[src/rtl/mem_port_arbiter_if.sv]
// Bus bundle between the fetch/load-store requesters, the arbiter and the word RAM.
// The arbiter uses the slave modport; the requester/RAM side uses master.
interface mem_port_arbiter_if #(
    parameter int ADDR_W = 32,
    parameter int DATA_W = 32
);
    // Handshake: a requester raises req and holds its fields stable until gnt is high;
    // the request is consumed in the cycle gnt is high. rvalid is a one-cycle pulse
    // one cycle after the grant and has no back-pressure.
    logic              if_req;
    logic [ADDR_W-1:0] if_addr;
    logic              if_gnt;
    logic              if_rvalid;
    logic [DATA_W-1:0] if_rdata;
    logic              if_err;

    logic              ls_req;
    logic              ls_we;
    logic [ADDR_W-1:0] ls_addr;
    logic [DATA_W-1:0] ls_wdata;
    logic              ls_gnt;
    logic              ls_rvalid;
    logic [DATA_W-1:0] ls_rdata;
    logic              ls_err;

    logic [ADDR_W-1:0] mem_ad;
    logic [DATA_W-1:0] mem_d;
    logic              mem_we;
    logic [DATA_W-1:0] mem_q;

    modport master (
        output if_req, if_addr, ls_req, ls_we, ls_addr, ls_wdata, mem_q,
        input  if_gnt, if_rvalid, if_rdata, if_err,
        input  ls_gnt, ls_rvalid, ls_rdata, ls_err,
        input  mem_ad, mem_d, mem_we
    );

    modport slave (
        input  if_req, if_addr, ls_req, ls_we, ls_addr, ls_wdata, mem_q,
        output if_gnt, if_rvalid, if_rdata, if_err,
        output ls_gnt, ls_rvalid, ls_rdata, ls_err,
        output mem_ad, mem_d, mem_we
    );
endinterface

[src/rtl/mem_port_arbiter.sv]
// Single-port RAM arbiter for instruction fetch and load/store, with bounded
// fetch starvation and a one-deep response pipeline that routes read data back.
module mem_port_arbiter #(
    parameter int ADDR_W        = 32,
    parameter int DATA_W        = 32,
    parameter int MAX_LS_STREAK = 4
) (
    input  logic                clk,
    input  logic                nreset,
    mem_port_arbiter_if.slave   bus,
    output logic [1:0]          dbg_owner_o,
    output logic [3:0]          dbg_streak_o
);
    localparam logic [3:0] STREAK_MAX = 4'(MAX_LS_STREAK);

    typedef enum logic [1:0] {
        OWN_NONE  = 2'd0,
        OWN_IF    = 2'd1,
        OWN_LS_RD = 2'd2,
        OWN_LS_WR = 2'd3
    } owner_e;

    owner_e            owner_q, owner_d;
    logic              err_q, err_d;
    logic [3:0]        streak_q, streak_d;
    logic [ADDR_W-1:0] last_ad_q, last_ad_d;

    logic              if_gnt, ls_gnt, mem_we, force_if;
    logic [ADDR_W-1:0] mem_ad;
    logic [DATA_W-1:0] mem_d;

    always_ff @(posedge clk) begin
        if (nreset) begin
            owner_q   <= OWN_NONE;
            err_q     <= 1'b0;
            streak_q  <= 4'd0;
            last_ad_q <= '0;
        end else begin
            owner_q   <= owner_d;
            err_q     <= err_d;
            streak_q  <= streak_d;
            last_ad_q <= last_ad_d;
        end
    end

    // Fetch wins a contended cycle only once load/store has used up its streak.
    assign force_if = bus.if_req && (streak_q == STREAK_MAX);

    always_comb begin
        owner_d   = OWN_NONE;
        err_d     = 1'b0;
        streak_d  = streak_q;
        last_ad_d = last_ad_q;
        if_gnt    = 1'b0;
        ls_gnt    = 1'b0;
        mem_ad    = last_ad_q;
        mem_d     = '0;
        mem_we    = 1'b0;
        if (nreset) begin
            mem_ad = '0;
        end else begin
            if (bus.ls_req && !force_if) begin
                ls_gnt  = 1'b1;
                mem_ad  = bus.ls_addr;
                mem_d   = bus.ls_wdata;
                err_d   = |bus.ls_addr[1:0];
                mem_we  = bus.ls_we && !err_d;
                owner_d = bus.ls_we ? OWN_LS_WR : OWN_LS_RD;
            end else if (bus.if_req) begin
                if_gnt  = 1'b1;
                mem_ad  = bus.if_addr;
                err_d   = |bus.if_addr[1:0];
                owner_d = OWN_IF;
            end
            last_ad_d = mem_ad;
            if (!bus.if_req || if_gnt) begin
                streak_d = 4'd0;
            end else if (ls_gnt && (streak_q != STREAK_MAX)) begin
                streak_d = streak_q + 4'd1;
            end
        end
    end

    assign bus.if_gnt = if_gnt;
    assign bus.ls_gnt = ls_gnt;
    assign bus.mem_ad = mem_ad;
    assign bus.mem_d  = mem_d;
    assign bus.mem_we = mem_we;

    // Responses are masked while reset is asserted so an in-flight access is dropped.
    assign bus.if_rvalid = !nreset && (owner_q == OWN_IF);
    assign bus.if_err    = bus.if_rvalid && err_q;
    assign bus.if_rdata  = (bus.if_rvalid && !err_q) ? bus.mem_q : '0;

    assign bus.ls_rvalid = !nreset && ((owner_q == OWN_LS_RD) || (owner_q == OWN_LS_WR));
    assign bus.ls_err    = bus.ls_rvalid && err_q;
    assign bus.ls_rdata  = (!nreset && (owner_q == OWN_LS_RD) && !err_q) ? bus.mem_q : '0;

    assign dbg_owner_o  = owner_q;
    assign dbg_streak_o = streak_q;
endmodule

[src/flat_wrapper.sv]
// flat-port wrapper written by rule: the top's interface ports become plain ports
module mem_port_arbiter_flat 
#(
    parameter int ADDR_W        = 32,
    parameter int DATA_W        = 32,
    parameter int MAX_LS_STREAK = 4
)
  (clk, nreset, dbg_owner_o, dbg_streak_o, bus_if_req, bus_if_addr, bus_ls_req, bus_ls_we, bus_ls_addr, bus_ls_wdata, bus_mem_q, bus_if_gnt, bus_if_rvalid, bus_if_rdata, bus_if_err, bus_ls_gnt, bus_ls_rvalid, bus_ls_rdata, bus_ls_err, bus_mem_ad, bus_mem_d, bus_mem_we);
  mem_port_arbiter_if #(.ADDR_W(ADDR_W), .DATA_W(DATA_W)) bus_i ();
  input  logic clk;
  input  logic nreset;
  output logic [1:0] dbg_owner_o;
  output logic [3:0] dbg_streak_o;
  input wire logic [$bits(bus_i.if_req)-1:0] bus_if_req;
  input wire logic [$bits(bus_i.if_addr)-1:0] bus_if_addr;
  input wire logic [$bits(bus_i.ls_req)-1:0] bus_ls_req;
  input wire logic [$bits(bus_i.ls_we)-1:0] bus_ls_we;
  input wire logic [$bits(bus_i.ls_addr)-1:0] bus_ls_addr;
  input wire logic [$bits(bus_i.ls_wdata)-1:0] bus_ls_wdata;
  input wire logic [$bits(bus_i.mem_q)-1:0] bus_mem_q;
  output wire logic [$bits(bus_i.if_gnt)-1:0] bus_if_gnt;
  output wire logic [$bits(bus_i.if_rvalid)-1:0] bus_if_rvalid;
  output wire logic [$bits(bus_i.if_rdata)-1:0] bus_if_rdata;
  output wire logic [$bits(bus_i.if_err)-1:0] bus_if_err;
  output wire logic [$bits(bus_i.ls_gnt)-1:0] bus_ls_gnt;
  output wire logic [$bits(bus_i.ls_rvalid)-1:0] bus_ls_rvalid;
  output wire logic [$bits(bus_i.ls_rdata)-1:0] bus_ls_rdata;
  output wire logic [$bits(bus_i.ls_err)-1:0] bus_ls_err;
  output wire logic [$bits(bus_i.mem_ad)-1:0] bus_mem_ad;
  output wire logic [$bits(bus_i.mem_d)-1:0] bus_mem_d;
  output wire logic [$bits(bus_i.mem_we)-1:0] bus_mem_we;
  assign bus_i.if_req = bus_if_req;
  assign bus_i.if_addr = bus_if_addr;
  assign bus_i.ls_req = bus_ls_req;
  assign bus_i.ls_we = bus_ls_we;
  assign bus_i.ls_addr = bus_ls_addr;
  assign bus_i.ls_wdata = bus_ls_wdata;
  assign bus_i.mem_q = bus_mem_q;
  assign bus_if_gnt = bus_i.if_gnt;
  assign bus_if_rvalid = bus_i.if_rvalid;
  assign bus_if_rdata = bus_i.if_rdata;
  assign bus_if_err = bus_i.if_err;
  assign bus_ls_gnt = bus_i.ls_gnt;
  assign bus_ls_rvalid = bus_i.ls_rvalid;
  assign bus_ls_rdata = bus_i.ls_rdata;
  assign bus_ls_err = bus_i.ls_err;
  assign bus_mem_ad = bus_i.mem_ad;
  assign bus_mem_d = bus_i.mem_d;
  assign bus_mem_we = bus_i.mem_we;
  mem_port_arbiter #(.ADDR_W(ADDR_W), .DATA_W(DATA_W), .MAX_LS_STREAK(MAX_LS_STREAK)) u_core (.clk(clk), .nreset(nreset), .bus(bus_i), .dbg_owner_o(dbg_owner_o), .dbg_streak_o(dbg_streak_o));
endmodule
[config.mk]
export PLATFORM = sky130hd
export DESIGN_NAME = mem_port_arbiter_flat
export DESIGN_NICKNAME = d
export VERILOG_FILES = /design/src/rtl/mem_port_arbiter_if.sv /design/src/rtl/mem_port_arbiter.sv /design/src/flat_wrapper.sv
export SDC_FILE = /design/constraint.sdc
export NUM_CORES = 1
export LEC_CHECK = 0
export CAP_MARGIN = 20
export CORE_AREA = 2 2 106 108
export DETAILED_ROUTE_END_ITERATION = 6
export DIE_AREA = 0 0 108 110
export PLACE_DENSITY = 0.78
export SLEW_MARGIN = 20
export SYNTH_ARGS = -nofsm -noshare
export SYNTH_HDL_FRONTEND = slang
export SYNTH_SLANG_ARGS = --single-unit
[constraint.sdc]
create_clock -name clk -period 3.9 [get_ports clk]
set_input_delay 0.78 -clock clk [delete_from_list [all_inputs] [get_ports clk]]
set_output_delay 0.78 -clock clk [all_outputs]
set_load 0.005 [all_outputs]
======== Word level (Yosys, flattened, before mapping) ========
Cells that the tools add are included.
storage, ports and cells
  flip-flop bits (word level) ............. 39
  input bits .............................. 133
  output and inout port bits .............. 141
  logic and storage cells ................. 52
operators by class
  $add $sub $neg .......................... 1
  equality and inequality tests ........... 5
  muxes and demuxes ....................... 21
  reductions and logical operators ........ 21
operators with widths
  kind                                                             count
  32-bit 2-to-1 mux                                                7
  1-bit 2-to-1 mux                                                 13
  1-bit logical AND                                                11
  2-bit OR reduction                                               3
  1-bit zero test                                                  5
  4-bit by 1-bit adder with 4-bit output, second input constant    1
  2-bit == test, second input constant                             2
  4-bit by 3-bit == test with 1-bit output, second input constant  1
  4-bit by 3-bit != test with 1-bit output, second input constant  1
  2-bit by 1-bit == test with 1-bit output, second input constant  1
  1-bit logical OR                                                 2
  2-bit 2-to-1 mux                                                 1

======== Logic depth before layout (Yosys ltp) ========
  depth in word-level cells ............... 8
  depth in mapped cells ................... 7
  depth with buffers taken out ............ 6

======== Least setup slack after synthesis ========
OpenSTA, ideal clock, no wires.
  kind .................................... input to output
  from .................................... input port nreset
  to ...................................... output port bus_if_rdata[10]
  arrival ................................. 1.631 ns
  required time ........................... 3.120 ns
  path slack .............................. 1.489 ns
  cell stages on the path ................. 5
  cells stage by stage .................... buf_2 -> nor3b_2 -> and2b_1 -> buf_2 -> and2_1
between the ends
  cells in the longest elaborated chain, start to end .. 4
ends and longest elaborated chain
  what                     line                    RTL
  from (decl)              flat_wrapper.sv:11      input logic nreset;
  1-bit zero test          mem_port_arbiter.sv:91  assign bus.if_rvalid = !nreset && (owner_q == OWN_IF);
  1-bit logical AND        mem_port_arbiter.sv:91
  named net bus_if_rvalid  flat_wrapper.sv:22      output wire logic [$bits(bus_i.if_rvalid)-1:0] bus_if_rvalid;
  1-bit logical AND        mem_port_arbiter.sv:93  assign bus.if_rdata = (bus.if_rvalid && !err_q) ? bus.mem_q : '0;
  32-bit 2-to-1 mux        mem_port_arbiter.sv:93
  to (decl)                flat_wrapper.sv:23      output wire logic [$bits(bus_i.if_rdata)-1:0] bus_if_rdata;
The timed path passes the listed nets, and every way through them passes these cells.

======== Worst setup path in the final report ========
  from .................................... register u_core.streak_q[0] (netlist: u_core.dbg_streak_o[0])
  to ...................................... output port bus_mem_ad[0]
between the ends
  cells in the longest elaborated chain, start to end .. 6
ends and longest elaborated chain
  what                                      line                    RTL
  from (decl)                               mem_port_arbiter.sv:25  logic [3:0] streak_q, streak_d;
  from (signal assigned)                    mem_port_arbiter.sv:41  streak_q <= streak_d;
  4-bit by 3-bit == test with 1-bit output  mem_port_arbiter.sv:47  assign force_if = bus.if_req && (streak_q == STREAK_MAX);
  1-bit logical AND                         mem_port_arbiter.sv:47
  1-bit zero test                           mem_port_arbiter.sv:62  if (bus.ls_req && !force_if) begin
  1-bit logical AND                         mem_port_arbiter.sv:62
  32-bit 2-to-1 mux                         mem_port_arbiter.sv:62
  32-bit 2-to-1 mux                         mem_port_arbiter.sv:59  if (nreset) begin
  to (decl)                                 flat_wrapper.sv:29      output wire logic [$bits(bus_i.mem_ad)-1:0] bus_mem_ad;
No other way between the ends.

==> results.txt <==
Leakage: 2.31 nW
HP Class: reg -> reg
largest family of logic cells by synthesized area: simple AND/OR/NAND/NOR gates
Fill cells: 961
post-synthesis adder-cell area fraction: 0.859%
DP Wirelength: 9200 microns
Routed wire per std cell: 16.1 microns
CTS Hold Bufs: 0
largest net degree at the start of global routing: 67
Synth top area share: 26.8%
VDD IR-drop max: 0.000170 V
Tightest Pin Transition: 970 ps
IO Port Bufs: 273
R2R setup slack: 1820 ps
WHS: 484 ps
pwr dens: 208 nW/um^2
clk sink count: 39
vias in the first global route: 3320
Syn Std Cell Area: 2910 sq um
cells taking the most area after synthesis: dfxtp_1 (27%), and2_1 (14%), a211oi_2 (13%)
Setup-failing EPs final: 0
gr usage total: 18.6%
CTS tree: done
antenna viol nets, final: 0
DR vias/cell: 4.63
clk_skew: 8.05 ps
core area: 10700 sq um
WS Path Type: reg -> out
initial antenna violation count: 0
#FFs+latches synth: 39
Synthesis Warnings: 0
worst-case clock buffer depth: 2
number of synthesized flops with an enable pin: 0
CP required: 3120 ps
Mapped Cells: 331
chip width: 108 microns
worst-skew pair later-pin latency: 290 ps
RSZ-0062 raised after global routing: no
routability cong.: 0.817
Layout Nets: 719
via count: 3359
clock root buffer: clkbuf_8
biggest area consumer among synthesized cells: dfxtp_1
area delta synth->final: 99.1%
TNS Setup: 0 ps
syn_area_per_cell: 8.80 sq um
sequential share of the synthesized area: 26.8%
async set-reset flop share out of synthesis: 0%
crit end category: output pin
io pins: 274
share of cells above drive strength 1: 12.5%
outcome: finished, final reports clean
arrival time worst endpoint: 2700 ps
top-count cell post-synth: and2_1
drt pass-1 iters: 4
complex-gate fraction of the synthesized area: 27.6%
Synth Flop Type: dfxtp_1
DRC viols: 0
Simple-Gate Fraction of Synth Area: 32.2%
Tcrit/Tclk final: 89.3%
Tmin final: 3480 ps
xor and xnor fraction of the mapped netlist area: 0.601%
initial core utilization: 27.2%
max-slew violations: 0
total routed wirelength: 11700 microns
Max Cap Viol: 0
die footprint: 11900 sq um
Clock transition at path regs: 70 ps
Post-Syn Nets: 466
Resized cells post-CTS: 0
first-pass GRT wire length: 17500 microns
Fin. Hold Viols: 0
Ant. Diodes: 0
nature of the critical path startpoint: register
die height: 110 microns
mux contribution to synthesized area: 0%
Achievable Freq: 287 MHz
Slew HR: 35.4%
drt initial violations: 150
CTS Buf Count: 5
Synth cell types: 30
H-tree depth: 2
top cells by count, synth: and2_1 (67), dfxtp_1 (39), inv_1 (36)
setup bufs post-CTS: 0
CP Max Fanout: 32
grt total ovfl: 0
standard-cell row count: 38
==> cell usage in the layout (no fill, tap or decap), types with 2 or more instances in the layout <==
cell type	synthesis	final
and3_1	33	33
clkdlybuf4s50_1	0	270
buf_12	0	2
and2b_1	3	3
a221oi_1	14	14
nor3b_2	2	2
ha_1	2	2
a211oi_1	2	2
a221oi_2	18	18
buf_2	12	3
inv_1	36	36
dfxtp_1	39	39
clkbuf_8	0	6
nand3_1	2	2
nor2_1	5	5
and2_1	67	66
nor2b_1	31	31
buf_4	3	6
a211oi_2	30	30
==> power breakdown <==
| group | internal, mW | leakage (nW) | switching [mW] | total, mW |
|---|---|---|---|---|
| clock | 0.207 | 0.0612 | 0.148 | 0.355 |
| combinational | 0.273 | 1.92 | 0.149 | 0.423 |
| sequential | 0.425 | 0.324 | 0.00691 | 0.431 |
| total | 0.905 | 2.31 | 0.304 | 1.21 |
==> worst max-delay path, cell delays in order, from the launching register on <==
cell and delay, ps:
dfxtp_1 400, inv_1 70, ha_1 230, nand4b_1 170
and2_2 820, a211oi_1 220, clkdlybuf4s50_1 490
==> per-stage QoR <==
step	std cells	util, %	setup WS (ps)	power [mW]	cell area (sq um)
floorplan	331	-	1490	0.597	2910
global placement	717	53.1	506	0.858	5680
detailed placement	717	53.1	487	0.865	5680
CTS	725	54.2	385	1.23	5800
global route	725	54.2	226	1.28	5800
finish	725	54.2	418	1.21	5800
==> sequential cells by signal (all words and copies together) (netlist names) <==
register,cells
u_core.dbg_streak_o,4
u_core.err_q,1
u_core.dbg_owner_o,2
u_core.last_ad_q,32
==> worst paths after layout <==
path / startpoint / to / depth (start not counted)
setup reg to reg: u_core.dbg_streak_o[0] / u_core.last_ad_q[0] / 5
hold reg to reg: u_core.dbg_streak_o[0] / u_core.dbg_streak_o[0] / 1
hold / removal: u_core.dbg_streak_o[0] / u_core.dbg_streak_o[0] / 1
setup / recovery: u_core.dbg_streak_o[0] / bus_mem_ad[0] / 6
==> routing by layer <==
layer / track usage, % / routed length (microns) / vias to the layer above
met5: 0 / 0 / -
met4: 3.30 / 126 / 0
met3: 5.11 / 983 / 11
met2: 34.8 / 5990 / 151
met1: 21.3 / 4580 / 1557
li1: - / - / 1640
==> final cells by class <==
class	count	area, sq um	area share [%]
Clock buffer	6	82.6	1.42
Clock inverter	2	35.0	0.604
Inverter	37	139	2.39
Multi-Input combinational cell	220	1790	30.8
Sequential cell	39	781	13.5
Tap cell	140	175	3.02
Timing Repair Buffer	281	2800	48.3
==> cell families after synthesis <==
kind of cell / after synthesis
fa+ha+maj: 2
xor+xnor: 2
buf+inv: 72
flops: 39
simple gates: 149
compound gates: 67
(Power assumes the default switching activity.)
